==> config.mk <==
export PLATFORM = sky130hd
export DESIGN_NAME = key_ctrl
export DESIGN_NICKNAME = d
export VERILOG_FILES = /design/src/rtl/key_ctrl.sv
export SDC_FILE = /design/constraint.sdc
export NUM_CORES = 1
export LEC_CHECK = 0
export ABC_AREA = 1
export ABC_CLOCK_PERIOD_IN_PS = 4800
export BUFFER_PORTS_ARGS = -buffer_cell sky130_fd_sc_hd__buf_2
export CAP_MARGIN = 10
export CORE_MARGIN = 3
export CORE_UTILIZATION = 50
export CTS_CLUSTER_DIAMETER = 200
export DETAILED_ROUTE_END_ITERATION = 16
export GPL_ROUTABILITY_DRIVEN = 0
export PLACE_DENSITY = 0.69
export SYNTH_ARGS = -nofsm -noshare
export SYNTH_HDL_FRONTEND = slang
export SYNTH_SLANG_ARGS = --single-unit
==> constraint.sdc <==
create_clock -name clk -period 4.8 [get_ports clk]
set_clock_uncertainty 0.1 [all_clocks]
set_input_delay 0.48 -clock clk [delete_from_list [all_inputs] [get_ports clk]]
set_output_delay 0.48 -clock clk [all_outputs]
set_load 0.02 [all_outputs]
==> src/rtl/key_ctrl.sv <==
// key_ctrl: turns synchronized PS/2 key levels into per-frame player
// commands (walk direction, facing, buffered multi-jump, auto-fire).
module key_ctrl #(
  parameter int unsigned BUF_FRAMES   = 6,
  parameter int unsigned MAX_JUMPS    = 2,
  parameter int unsigned HOLD_FRAMES  = 12,
  parameter int unsigned SHOOT_REPEAT = 10
) (
  input  logic       clk,
  input  logic       rst_n,
  input  logic [3:0] keys,
  input  logic       frame_tick,
  input  logic       grounded,
  output logic [1:0] dir,
  output logic       face,
  output logic       jump_start,
  output logic       jump_hold,
  output logic       shoot,
  output logic [1:0] jumps_left
);

  localparam logic [3:0] BufLd  = 4'(BUF_FRAMES);
  localparam logic [1:0] JMax   = 2'(MAX_JUMPS);
  localparam logic [4:0] HoldLd = 5'(HOLD_FRAMES);
  localparam logic [4:0] RepLd  = 5'(SHOOT_REPEAT);

  typedef enum logic [1:0] {
    IDLE = 2'd0,
    RISE = 2'd1,
    FALL = 2'd2
  } state_e;

  logic [3:0] sync1_q, sync2_q;
  logic [3:0] prev_q, prev_d;
  logic       gprev_q, gprev_d;
  logic [1:0] pri_q, pri_d;
  logic [1:0] dir_q, dir_d;
  logic       face_q, face_d;
  logic [3:0] buf_q, buf_d;
  logic [3:0] buf_eff;
  logic [4:0] hold_q, hold_d;
  logic [4:0] rep_q, rep_d;
  state_e     state_q, state_d;
  logic [1:0] jl_q, jl_d;
  logic       js_q, js_d;
  logic       jh_q, jh_d;
  logic       sh_q, sh_d;
  logic [3:0] press;

  // Bring asynchronous key levels into the clock domain.
  always_ff @(posedge clk or negedge rst_n) begin
    if (!rst_n) begin
      sync1_q <= 4'b0;
      sync2_q <= 4'b0;
    end else begin
      sync1_q <= keys;
      sync2_q <= sync1_q;
    end
  end

  assign press = sync2_q & ~prev_q;

  // Per-frame decisions; outside a frame tick only the pulses drop.
  always_comb begin
    prev_d  = prev_q;
    gprev_d = gprev_q;
    pri_d   = pri_q;
    dir_d   = dir_q;
    face_d  = face_q;
    buf_d   = buf_q;
    buf_eff = buf_q;
    hold_d  = hold_q;
    rep_d   = rep_q;
    state_d = state_q;
    jl_d    = jl_q;
    jh_d    = jh_q;
    js_d    = 1'b0;
    sh_d    = 1'b0;
    if (frame_tick) begin
      prev_d  = sync2_q;
      gprev_d = grounded;

      // Later press wins when both directions are held.
      if (press[3] && press[2]) begin
        pri_d = 2'b00;
      end else if (press[3]) begin
        pri_d = 2'b10;
      end else if (press[2]) begin
        pri_d = 2'b01;
      end
      case (sync2_q[3:2])
        2'b10:   dir_d = 2'b10;
        2'b01:   dir_d = 2'b01;
        2'b11:   dir_d = pri_d;
        default: dir_d = 2'b00;
      endcase
      if (dir_d != 2'b00) begin
        face_d = dir_d[1];
      end

      // Refill on ground, or charge a jump for walking off a ledge.
      if (grounded && state_q != RISE) begin
        jl_d    = JMax;
        state_d = IDLE;
      end else if (gprev_q && !grounded && state_q == IDLE) begin
        jl_d    = JMax - 2'd1;
        state_d = FALL;
      end

      if (state_q == RISE) begin
        hold_d = (hold_q != 5'd0) ? hold_q - 5'd1 : 5'd0;
        if (!sync2_q[0] || hold_d == 5'd0) begin
          state_d = FALL;
        end
      end

      buf_eff = press[0] ? BufLd : buf_q;
      if (buf_eff != 4'd0 && jl_d != 2'd0) begin
        js_d    = 1'b1;
        jl_d    = jl_d - 2'd1;
        buf_d   = 4'd0;
        hold_d  = HoldLd;
        state_d = RISE;
      end else if (press[0]) begin
        buf_d = BufLd;
      end else if (buf_q != 4'd0) begin
        buf_d = buf_q - 4'd1;
      end

      jh_d = (state_d == RISE);

      // Fire on press, then every SHOOT_REPEAT frames while held.
      if (press[1]) begin
        sh_d  = 1'b1;
        rep_d = RepLd;
      end else if (sync2_q[1]) begin
        if (rep_q <= 5'd1) begin
          sh_d  = 1'b1;
          rep_d = RepLd;
        end else begin
          rep_d = rep_q - 5'd1;
        end
      end else begin
        rep_d = 5'd0;
      end
    end
  end

  // State, counters and registered outputs.
  always_ff @(posedge clk or negedge rst_n) begin
    if (!rst_n) begin
      prev_q  <= 4'b0;
      gprev_q <= 1'b0;
      pri_q   <= 2'b00;
      dir_q   <= 2'b00;
      face_q  <= 1'b0;
      buf_q   <= 4'd0;
      hold_q  <= 5'd0;
      rep_q   <= 5'd0;
      state_q <= IDLE;
      jl_q    <= JMax;
      js_q    <= 1'b0;
      jh_q    <= 1'b0;
      sh_q    <= 1'b0;
    end else begin
      prev_q  <= prev_d;
      gprev_q <= gprev_d;
      pri_q   <= pri_d;
      dir_q   <= dir_d;
      face_q  <= face_d;
      buf_q   <= buf_d;
      hold_q  <= hold_d;
      rep_q   <= rep_d;
      state_q <= state_d;
      jl_q    <= jl_d;
      js_q    <= js_d;
      jh_q    <= jh_d;
      sh_q    <= sh_d;
    end
  end

  assign dir        = dir_q;
  assign face       = face_q;
  assign jump_start = js_q;
  assign jump_hold  = jh_q;
  assign shoot      = sh_q;
  assign jumps_left = jl_q;

endmodule

==> qor.yml, run 1 <==
outcome:
  status: "finished clean"
finish:
  stdcell_area_um2: 2040
  fillCellCount: 335
  diodes: 0
  area_delta_synth_final_pct: 12.1
  nets: 242
  post_route_cells_drive_above_1_share: 0.135
floorplanning:
  core_um2: 3420
  die-area_um2: 4390
  initial_utilization: 0.532
  rows: 21
  die_w_um: 66.3
  pin_count: 16
  die_h_um: 66.3
worst_hold_path:
  holdCritPathClass: "in -> async"
power_and_ir_drop:
  ir_drop_mv: 0.242
  p_leak_uw: 0.00108
  p_per_area_nw_per_um2: 569
synth:
  ys.warnings.count: 0
  ys_ff_latch: 39
  synthSimpleGateAreaFrac: 0.225
  synth_adder_area_share: 0.0413
  synth.avg_cell_area_um2: 8.65
  seq_area_frac_synth: 0.538
  yosys.cell_types.count: 28
  synth_nets: 224
  synthMuxAreaShare: 0
  synthCells: 210
  synth_compound_area_frac: 0.103
  synth_top_family_by_area: "simple AND/OR/NAND/NOR gates"
  syn_area_um2: 1820
  synth_xor_area_frac: 0.0193
run:
  maxCapViolCount: 0
drt:
  post_drt_wl_per_cell_um: 11.1
  drtIter0Drc: 124
  vias: 1350
  wirelength_mm: 3.06
  vias_per_cell: 4.91
  drc: 0
  postRouteAntennaNets: 0
  firstDrtPassIters: 4
clock_tree:
  cts_hold_buf: 0
  h-tree-depth: 2
  clkTransAtPathRegs_ps: 120
  cts_buffers: 5
  cts_setup_buffers: 0
  cts.path.max_buffers: 2
  cts_tree: "built"
  clkSinkCount: 39
  clk_latency_ps: 340
  cts_resized: 0
  root_buffer: "clkbuf_4"
placed_design:
  post_dp_cell_area_um2: 1930
  port_buffers: 15
  post-dp-hpwl_mm: 2.18
setup_path:
  crit_fanout: 10
  worstSetupPathType: "reg -> reg"
  startpoint_type: "register"
  cp.arrival_ps: 2040
  required_ps: 4940
  critPathCaptureType: "register"
timing:
  fin_crit_sh: 0.397
  hold_viol_final: 0
  fmax_mhz: 525
  period_minus_slack_ps: 1910
  rsz0062_at_grt: "no"
  maxSlewHeadroom: 0.458
  setup_viol: 0
  finalSetupTns_ps: 0
  slew_violations: 0
  worst_pin_slew_ps: 813
  holdWs_ps: 118
grt:
  grt_use_total: 0.161
  grt_util_met1: 0.201
  grt_util_met3: 0.0493
  busiest_layer: "met2"
  antenna_found_initial: 0
  grt_use_met2: 0.273
  grt_max_degree: 40
  grt_first_pass_wirelength_mm: 5.39
  grt_pass1_vias: 1260
  gr-total-overflow: 0
==> final cells by class <==
class	count	area [µm²]	area share
clock inverter	3	67.6	0.0332
clock buffer	5	37.5	0.0184
multi-input combinational	136	704	0.346
tap	46	57.6	0.0283
timing repair buffer	15	75.1	0.0369
inverter	31	116	0.0572
sequential	39	977	0.480
==> routing by layer <==
layer | share of wire | vias to the layer above
li1 | - | 707
met1 | 0.49 | 613
met2 | 0.46 | 25
met3 | 0.044 | 5
met4 | 0.0088 | 0
met5 | 0 | -
==> layout by cell type, fill, tap and decap left out, drive strengths merged, types with 2 or more instances in the layout <==
master,instances
dfrtp,38
xor2,3
bufinv,2
nor2,12
o211ai,3
nand2,65
inv,31
o21ai,14
nand4,2
a21oi,3
ha,6
buf,15
nand3,15
o22ai,6
clkbuf,5
==> state kept, by name, indices dropped and copies added (netlist names), 2 cells and up <==
name and flops:
pri_q 2, dir 2, sync1_q 4, hold_q 5, rep_q 5, buf_q 4, sync2_q 4, jumps_left 2
state_q 2, prev_q 4
==> stage by stage <==
stage / utilization / setup WS, ps / power (µW) / std cells
after floorplan: - / 3060 / 793 / 210
after global placement: 0.565 / 2850 / 891 / 267
after detailed placement: 0.565 / 2820 / 894 / 267
after CTS: 0.596 / 2890 / 1170 / 275
after global routing: 0.596 / 2710 / 1260 / 275
final: 0.596 / 2890 / 1160 / 275
==> synth_stat cells (all sizes together) <==
cell / count / area share
nand3: 15 / 0.044
dfrtp: 38 / 0.52
a21boi: 1 / 0.0041
ha: 6 / 0.041
nand4: 2 / 0.0069
o21ai: 14 / 0.039
xor2: 3 / 0.014
buf: 4 / 0.010
a31oi: 1 / 0.0034
o22ai: 6 / 0.021
dfstp: 1 / 0.014
inv: 31 / 0.064
or2: 1 / 0.0034
nand2: 65 / 0.14
o221ai: 1 / 0.0048
o211ai: 3 / 0.012
nor2: 12 / 0.026
xnor2: 1 / 0.0048
a32o: 1 / 0.0055
o311ai: 1 / 0.0048
a21oi: 3 / 0.0083
==> worst max-delay path, stage by stage, from the launching register on <==
cell	delay (ps)
dfrtp_1	430
nor2_1	140
nand3_1	130
a21boi_1	170
ha_1	200
inv_1	90
nand2_4	90
inv_2	110
nand2_4	90
a32o_1	240
==> kinds of logic (layout without fill, tap and decap cells) <==
family / count (synthesis) / in the layout
simple gates: 95 / 95
flops: 39 / 39
buf+inv: 35 / 54
compound gates: 31 / 31
fa+ha+maj: 6 / 6
xor+xnor: 4 / 4
==> power by group <==
part,internal [µW],switching [µW]
combinational,156,280
clock,162,109
sequential,404,46.1
total,722,436
==> path summary, 6_finish.rpt <==
check	startpoint	endpoint	slack [ps]	depth (start not counted)
worst max-delay path	state_q[0]	buf_q[2]	2890	9
worst min-delay path	rst_n	jump_start	120	1
worst max register to register	state_q[0]	buf_q[2]	2890	9
worst min register to register	sync1_q[3]	sync2_q[3]	270	0
max in group asynchronous	rst_n	rep_q[0]	3980	1
min in group clk	keys[0]	sync1_q[0]	130	1
(Power assumes the default switching activity.)
==> run 2, diff against run 1 <==
Settings changed: ABC_CLOCK_PERIOD_IN_PS 4800 to 1900.
Clock period 4.8 ns to 1.9 ns, I/O delays scaled along.
==> run 2 against run 1 <==
Count of clock-buffer cells in the layout stayed put. Die area stayed put. Final area is 4.1% higher. Sequential share of layout area is 1.9 points lower. Combinational power grew to 2.8 times the previous value. Setup slack worse by 2800 ps. Global-route usage is 0.36 points higher. Register-to-register slack worse by 2800 ps. First-iteration DRC count is 31% lower. Sequential power grew to 2.5 times the previous value. Total power is 140% higher. Core utilization is 2.4 points higher.
==> qor.yml, run 2 (synthesis results as in run 1) <==
timing:
  finalSetupTns_ps: 0  # unchanged
  setup_viol: 0  # unchanged
  hold_viol_final: 0  # unchanged
  maxSlewHeadroom: 0.687  # +0.229
  fin_crit_sh: 0.962
  period_minus_slack_ps: 1830
  slew_violations: 0  # unchanged
  fin_ws_ps: 73.0  # -2820 ps
  worst_pin_slew_ps: 470  # -343 ps
  fmax_mhz: 547
floorplanning:
  die_w_um: 66.3  # unchanged
  core_um2: 3420  # unchanged
  die-area_um2: 4390  # unchanged
  initial_utilization: 0.532  # unchanged
  rows: 21  # unchanged
  pin_count: 16  # unchanged
  die_h_um: 66.3  # unchanged
drt:
  postRouteAntennaNets: 0  # unchanged
  drc: 0  # unchanged
  wirelength_mm: 3.26  # +6.7%
  vias_per_cell: 4.93  # +0.43%
  drtIter0Drc: 85  # -31%
  firstDrtPassIters: 4  # unchanged
  vias: 1410  # +4.4%
  post_drt_wl_per_cell_um: 11.4  # +2.6%
setup_path:
  crit_start: "grounded"
  worstSetupPathType: "in -> reg"
  rr_startpoint: "state_q[0]"
  cp.buffers_inverters: 5  # +3
  cp.arrival_ps: 1960  # -80 ps
  crit_fanout: 10  # unchanged
  crit_chain: "dlygate4sd3_1 -> buf_2 -> inv_1 -> nand3_2 -> a21boi_2 -> ha_1 -> inv_2 -> nand2_4 -> inv_6 -> nand2_8 -> a32o_1"
  startpoint_type: "input port"
  critPathMaxStageDelay_ps: 530  # +100 ps
  critPathCaptureType: "register"
  required_ps: 2030  # -2910 ps
  crit_path_top_delay_cell: "dlygate4sd3_1"
  path_delay_family: "buffers and inverters"
clock_tree:
  clk_latency_ps: 340  # about the same
  h-tree-depth: 2  # unchanged
  root_buffer: "clkbuf_4"
  cts.path.max_buffers: 2  # unchanged
  clkTransAtPathRegs_ps: 110  # about the same
  clkSinkCount: 39  # unchanged
  cts_tree: "built"
  cts_buffers: 5  # unchanged
placed_design:
  port_buffers: 15  # unchanged
  post_dp_cell_area_um2: 1950  # +1.2%
  post-dp-hpwl_mm: 2.25  # +3.3%
  place_ws_ps: 83.0  # -2730 ps
  dp.cells: 270  # +1.1%
finish:
  layoutNonFillerInstCount: 286  # +4.0%
  final_cell_mix: "nand2_1, dfrtp_1, inv_1, buf_2, nand3_1"
  area_delta_synth_final_pct: 16.6
  final_common_cell: "nand2_1"
  fillCellCount: 305  # -9.0%
  reg.largest.list: "hold_q (5), rep_q (5)"
  diodes: 0  # unchanged
  stdcell_area_um2: 2120  # +4.1%
  nets: 253  # +4.5%
  post_route_cells_drive_above_1_share: 0.183  # +0.0480
power_and_ir_drop:
  p_per_area_nw_per_um2: 1310  # +130%
  ir_drop_mv: 0.650  # +170%
  p_leak_uw: 0.00112  # +3.0%
grt:
  grt_util_met1: 0.207  # +0.00527
  grt_max_degree: 40  # unchanged
  grt_use_met2: 0.274  # +0.00124
  grt_util_met3: 0.0459  # -0.00340
  grt_pass1_vias: 1328  # +5.4%
  gr-total-overflow: 0  # unchanged
  grt_use_total: 0.165  # +0.00355
  grt_first_pass_wirelength_mm: 5.53  # +2.7%
  antenna_found_initial: 0  # unchanged
  busiest_layer: "met2"
outcome:
  status: "finished clean"
run:
  maxCapViolCount: 0  # unchanged
worst_hold_path:
  holdCritPathClass: "in -> reg"
  worstHoldStart: "frame_tick"
[run 2: path summary, 6_finish.rpt]
kind / end / slack [ps] / cells after the start
min reg2reg: sync2_q[3] / 260 / 0
max reg2reg: buf_q[2] / 80 / 9
max: buf_q[2] / 70 / 11
min: gprev_q / 60 / 2
min in group asynchronous: gprev_q / 320 / 3
max in group asynchronous: jumps_left[1] / 1040 / 3
[run 2: metrics by stage]
stage	hold slack (ps)	power, µW	util
floorplan	-206	2000	-
global placement	164	2240	0.572
detailed placement	166	2260	0.572
CTS	56.2	2680	0.605
global route	71.2	3030	0.620
finish	59.5	2770	0.620
[run 2: timing repair]
action,4_1_cts,5_1_grt
endpoints found under the setup margin,0,11
endpoints found under the hold margin,43,0
hold buffers,6,0
buffers inserted,0,2
gates resized for setup,0,12
[run 2: where the power goes]
group	internal [µW]	switching [µW]	total [µW]	leakage [µW]
sequential	1020	120	1140	0.000480
clock	138	263	400	0.0000347
combinational	461	774	1230	0.000600
total	1620	1160	2770	0.00112
[run 2: routing by layer]
metal  routed length, µm  share of wire  vias up
met5                   0              0        -
met2                1540           0.47       38
li1                    -              -      729
met1                1520           0.47      634
met4                  57          0.017        0
met3                 144          0.044        9
[run 2: cell type report]
type	count	area [µm²]	area share
flip-flops and latches	39	977	0.461
multi-input cells	136	737	0.348
repair buffers	26	173	0.0815
inverters	31	121	0.0573
well taps	46	57.6	0.0272
clock buffers	5	37.5	0.0177
clock inverters	3	15.0	0.00709
==> run 3, diff against run 2 <==
Settings changed: CORE_ASPECT_RATIO from default to 2, CORE_MARGIN 3 to default.
==> run 3 against run 2 <==
Core utilization is 0.51 points higher. Total power is 4.4% higher. Wire length is 3.8% lower. Combinational power is 3% lower. Critical path type is now reg -> reg. Maximum frequency is 2.5% higher. First-iteration DRC count is 78% lower. Critical path depth is 2 lower. Cell count is 0.35% lower. Critical endpoint unchanged. Highest routed layer unchanged. Global-route usage is 3.5 points higher. Largest power group unchanged.
==> qor.yml, run 3 (synthesis results as in run 1) <==
finish:
  post_route_cells_drive_above_1_share: 0.169  # -0.0146
  fin_util: 0.625  # +0.00513
  area_delta_synth_final_pct: 17.6
  nets: 250  # -1.2%
  layoutNonFillerInstCount: 285  # -0.35%
  final_cell_mix: "nand2_1, dfrtp_1, inv_1, buf_2, nand3_1"
  final_common_cell: "nand2_1"
  reg.largest.list: "hold_q (5), rep_q (5)"
  diodes: 0  # unchanged
timing:
  period_minus_slack_ps: 1780  # -45.1 ps
  setup_viol: 0  # unchanged
  maxSlewHeadroom: 0.685  # -0.00119
  fin_crit_sh: 0.938  # -0.0237
  fmax_mhz: 561  # +2.5%
  worst_pin_slew_ps: 472  # +1.79 ps
  hold_viol_final: 0  # unchanged
  slew_violations: 0  # unchanged
drt:
  wirelength_mm: 3.14  # -3.8%
  vias: 1379  # -2.2%
  vias_per_cell: 4.84  # -1.9%
  drtIter0Drc: 19  # -78%
  post_drt_wl_per_cell_um: 11.0  # -3.4%
  drc: 0  # unchanged
  postRouteAntennaNets: 0  # unchanged
  firstDrtPassIters: 4  # unchanged
grt:
  grt_first_pass_wirelength_mm: 5.62  # +1.6%
  gr-total-overflow: 0  # unchanged
  antenna_found_initial: 0  # unchanged
  grt_max_degree: 40  # unchanged
  grt_use_total: 0.199  # +0.0346
  grt_pass1_vias: 1353  # +1.9%
worst_hold_path:
  holdCritPathClass: "in -> reg"
setup_path:
  startpoint_type: "register"
  required_ps: 1970  # -60 ps
  cp.buffers_inverters: 2  # -3
  path_delay_family: "flip-flops"
  crit_path_top_delay_cell: "dfrtp_1"
  cp.arrival_ps: 1850  # -110 ps
  critPathMaxStageDelay_ps: 420  # -110 ps
  critPathCaptureType: "register"
  worstSetupPathType: "reg -> reg"
  crit_fanout: 10  # unchanged
  crit_chain: "nor2_2 -> nand3_2 -> a21boi_2 -> ha_1 -> inv_2 -> nand2_4 -> inv_6 -> nand2_8 -> a32o_1"
clock_tree:
  cts.path.max_buffers: 2  # unchanged
  clkSinkCount: 39  # unchanged
  h-tree-depth: 2  # unchanged
  root_buffer: "clkbuf_8"
  clk_latency_ps: 290  # -50 ps
  cts_buffers: 5  # unchanged
  clkTransAtPathRegs_ps: 80  # -30 ps
  cts_tree: "built"
power_and_ir_drop:
  p_leak_uw: 0.00112  # about the same
  p_per_area_nw_per_um2: 1360  # +3.5%
  ir_drop_mv: 0.729  # +12%
placed_design:
  post-dp-hpwl_mm: 2.30  # +2.3%
  dp.cells: 272  # +0.74%
  port_buffers: 15  # unchanged
floorplanning:
  die_w_um: 44.6  # -33%
  rows: 30  # +43%
  core_um2: 3420  # unchanged
  die_h_um: 87.2  # +32%
  die-area_um2: 3890  # -11%
  pin_count: 16  # unchanged
  initial_utilization: 0.532  # unchanged
run:
  maxCapViolCount: 0  # unchanged
outcome:
  status: "finished clean"
-- run 3: cell types whose count changed in the layout (fill, tap and decap cells not counted) --
cell           change
buf_4              -2
clkbuf_1           +1
clkbuf_4           -5
clkbuf_8           +6
clkinv_2           -3
clkinv_4           +1
dlygate4sd3_1      -1
nand2_1            +1
nand2_2            -1
o21ai_0            -1
o21ai_1            +1
-- run 3: routing by layer --
metal / track usage / up-vias / share of wire
met1: 0.223 / 635 / 0.41
met5: 0 / - / 0
li1: - / 721 / -
met2: 0.350 / 18 / 0.55
met4: 0.0826 / 0 / 0.017
met3: 0.0456 / 5 / 0.024
-- run 3: worst min-delay path, stage by stage --
cell and delay, ps:
buf_2 110, nand2_1 40, o21ai_0 60
-- run 3: through the flow --
| step | power (µW) | cell area [µm²] | setup slack [ps] | TNS (ps) | hold WS (ps) |
|---|---|---|---|---|---|
| finish | 2900 | 2140 | 118 | 0 | 57.1 |
| global route | 3170 | 2140 | -2.83 | -2.83 | 95.0 |
| CTS | 2850 | 2100 | 31.3 | 0 | 37.5 |
| detailed placement | 2260 | 1960 | 60.7 | 0 | 167 |
| global placement | 2240 | 1960 | 97.3 | 0 | 167 |
| floorplan | 2000 | 1820 | 178 | 0 | -206 |
-- run 3: power by group --
group	switching [µW]	total, µW	leakage (µW)	internal, µW
registers	121	1140	0.000480	1020
logic	749	1190	0.000587	438
clock network	270	567	0.0000484	297
-- run 3: cell type report --
cell class	count	area, µm²
clock buffer	7	86.3
clock inverter	1	8.76
fill	308	1280
inverter	31	121
multi-input combinational	136	734
sequential	39	977
tap	48	60.1
timing repair buffer	23	148
-- run 3: repair_timing --
item | 4_1_cts | 5_1_grt
hold buffers | 5 | 0
gates resized for setup | 0 | 12
buffers inserted | 0 | 0
endpoints found under the hold margin | 42 | 0
endpoints found under the setup margin | 0 | 11
-- run 3: path summary, 6_finish.rpt --
check                           start            end  slack [ps]  cells past startpoint
setup / recovery           state_q[0]       buf_q[2]         120                      9
hold / removal               grounded        gprev_q          60                      3
setup reg to reg           state_q[0]       buf_q[2]         120                      9
hold reg to reg            sync1_q[1]     sync2_q[1]         260                      0
max in group asynchronous       rst_n  jumps_left[1]         970                      3
min in group asynchronous       rst_n          shoot         390                      3
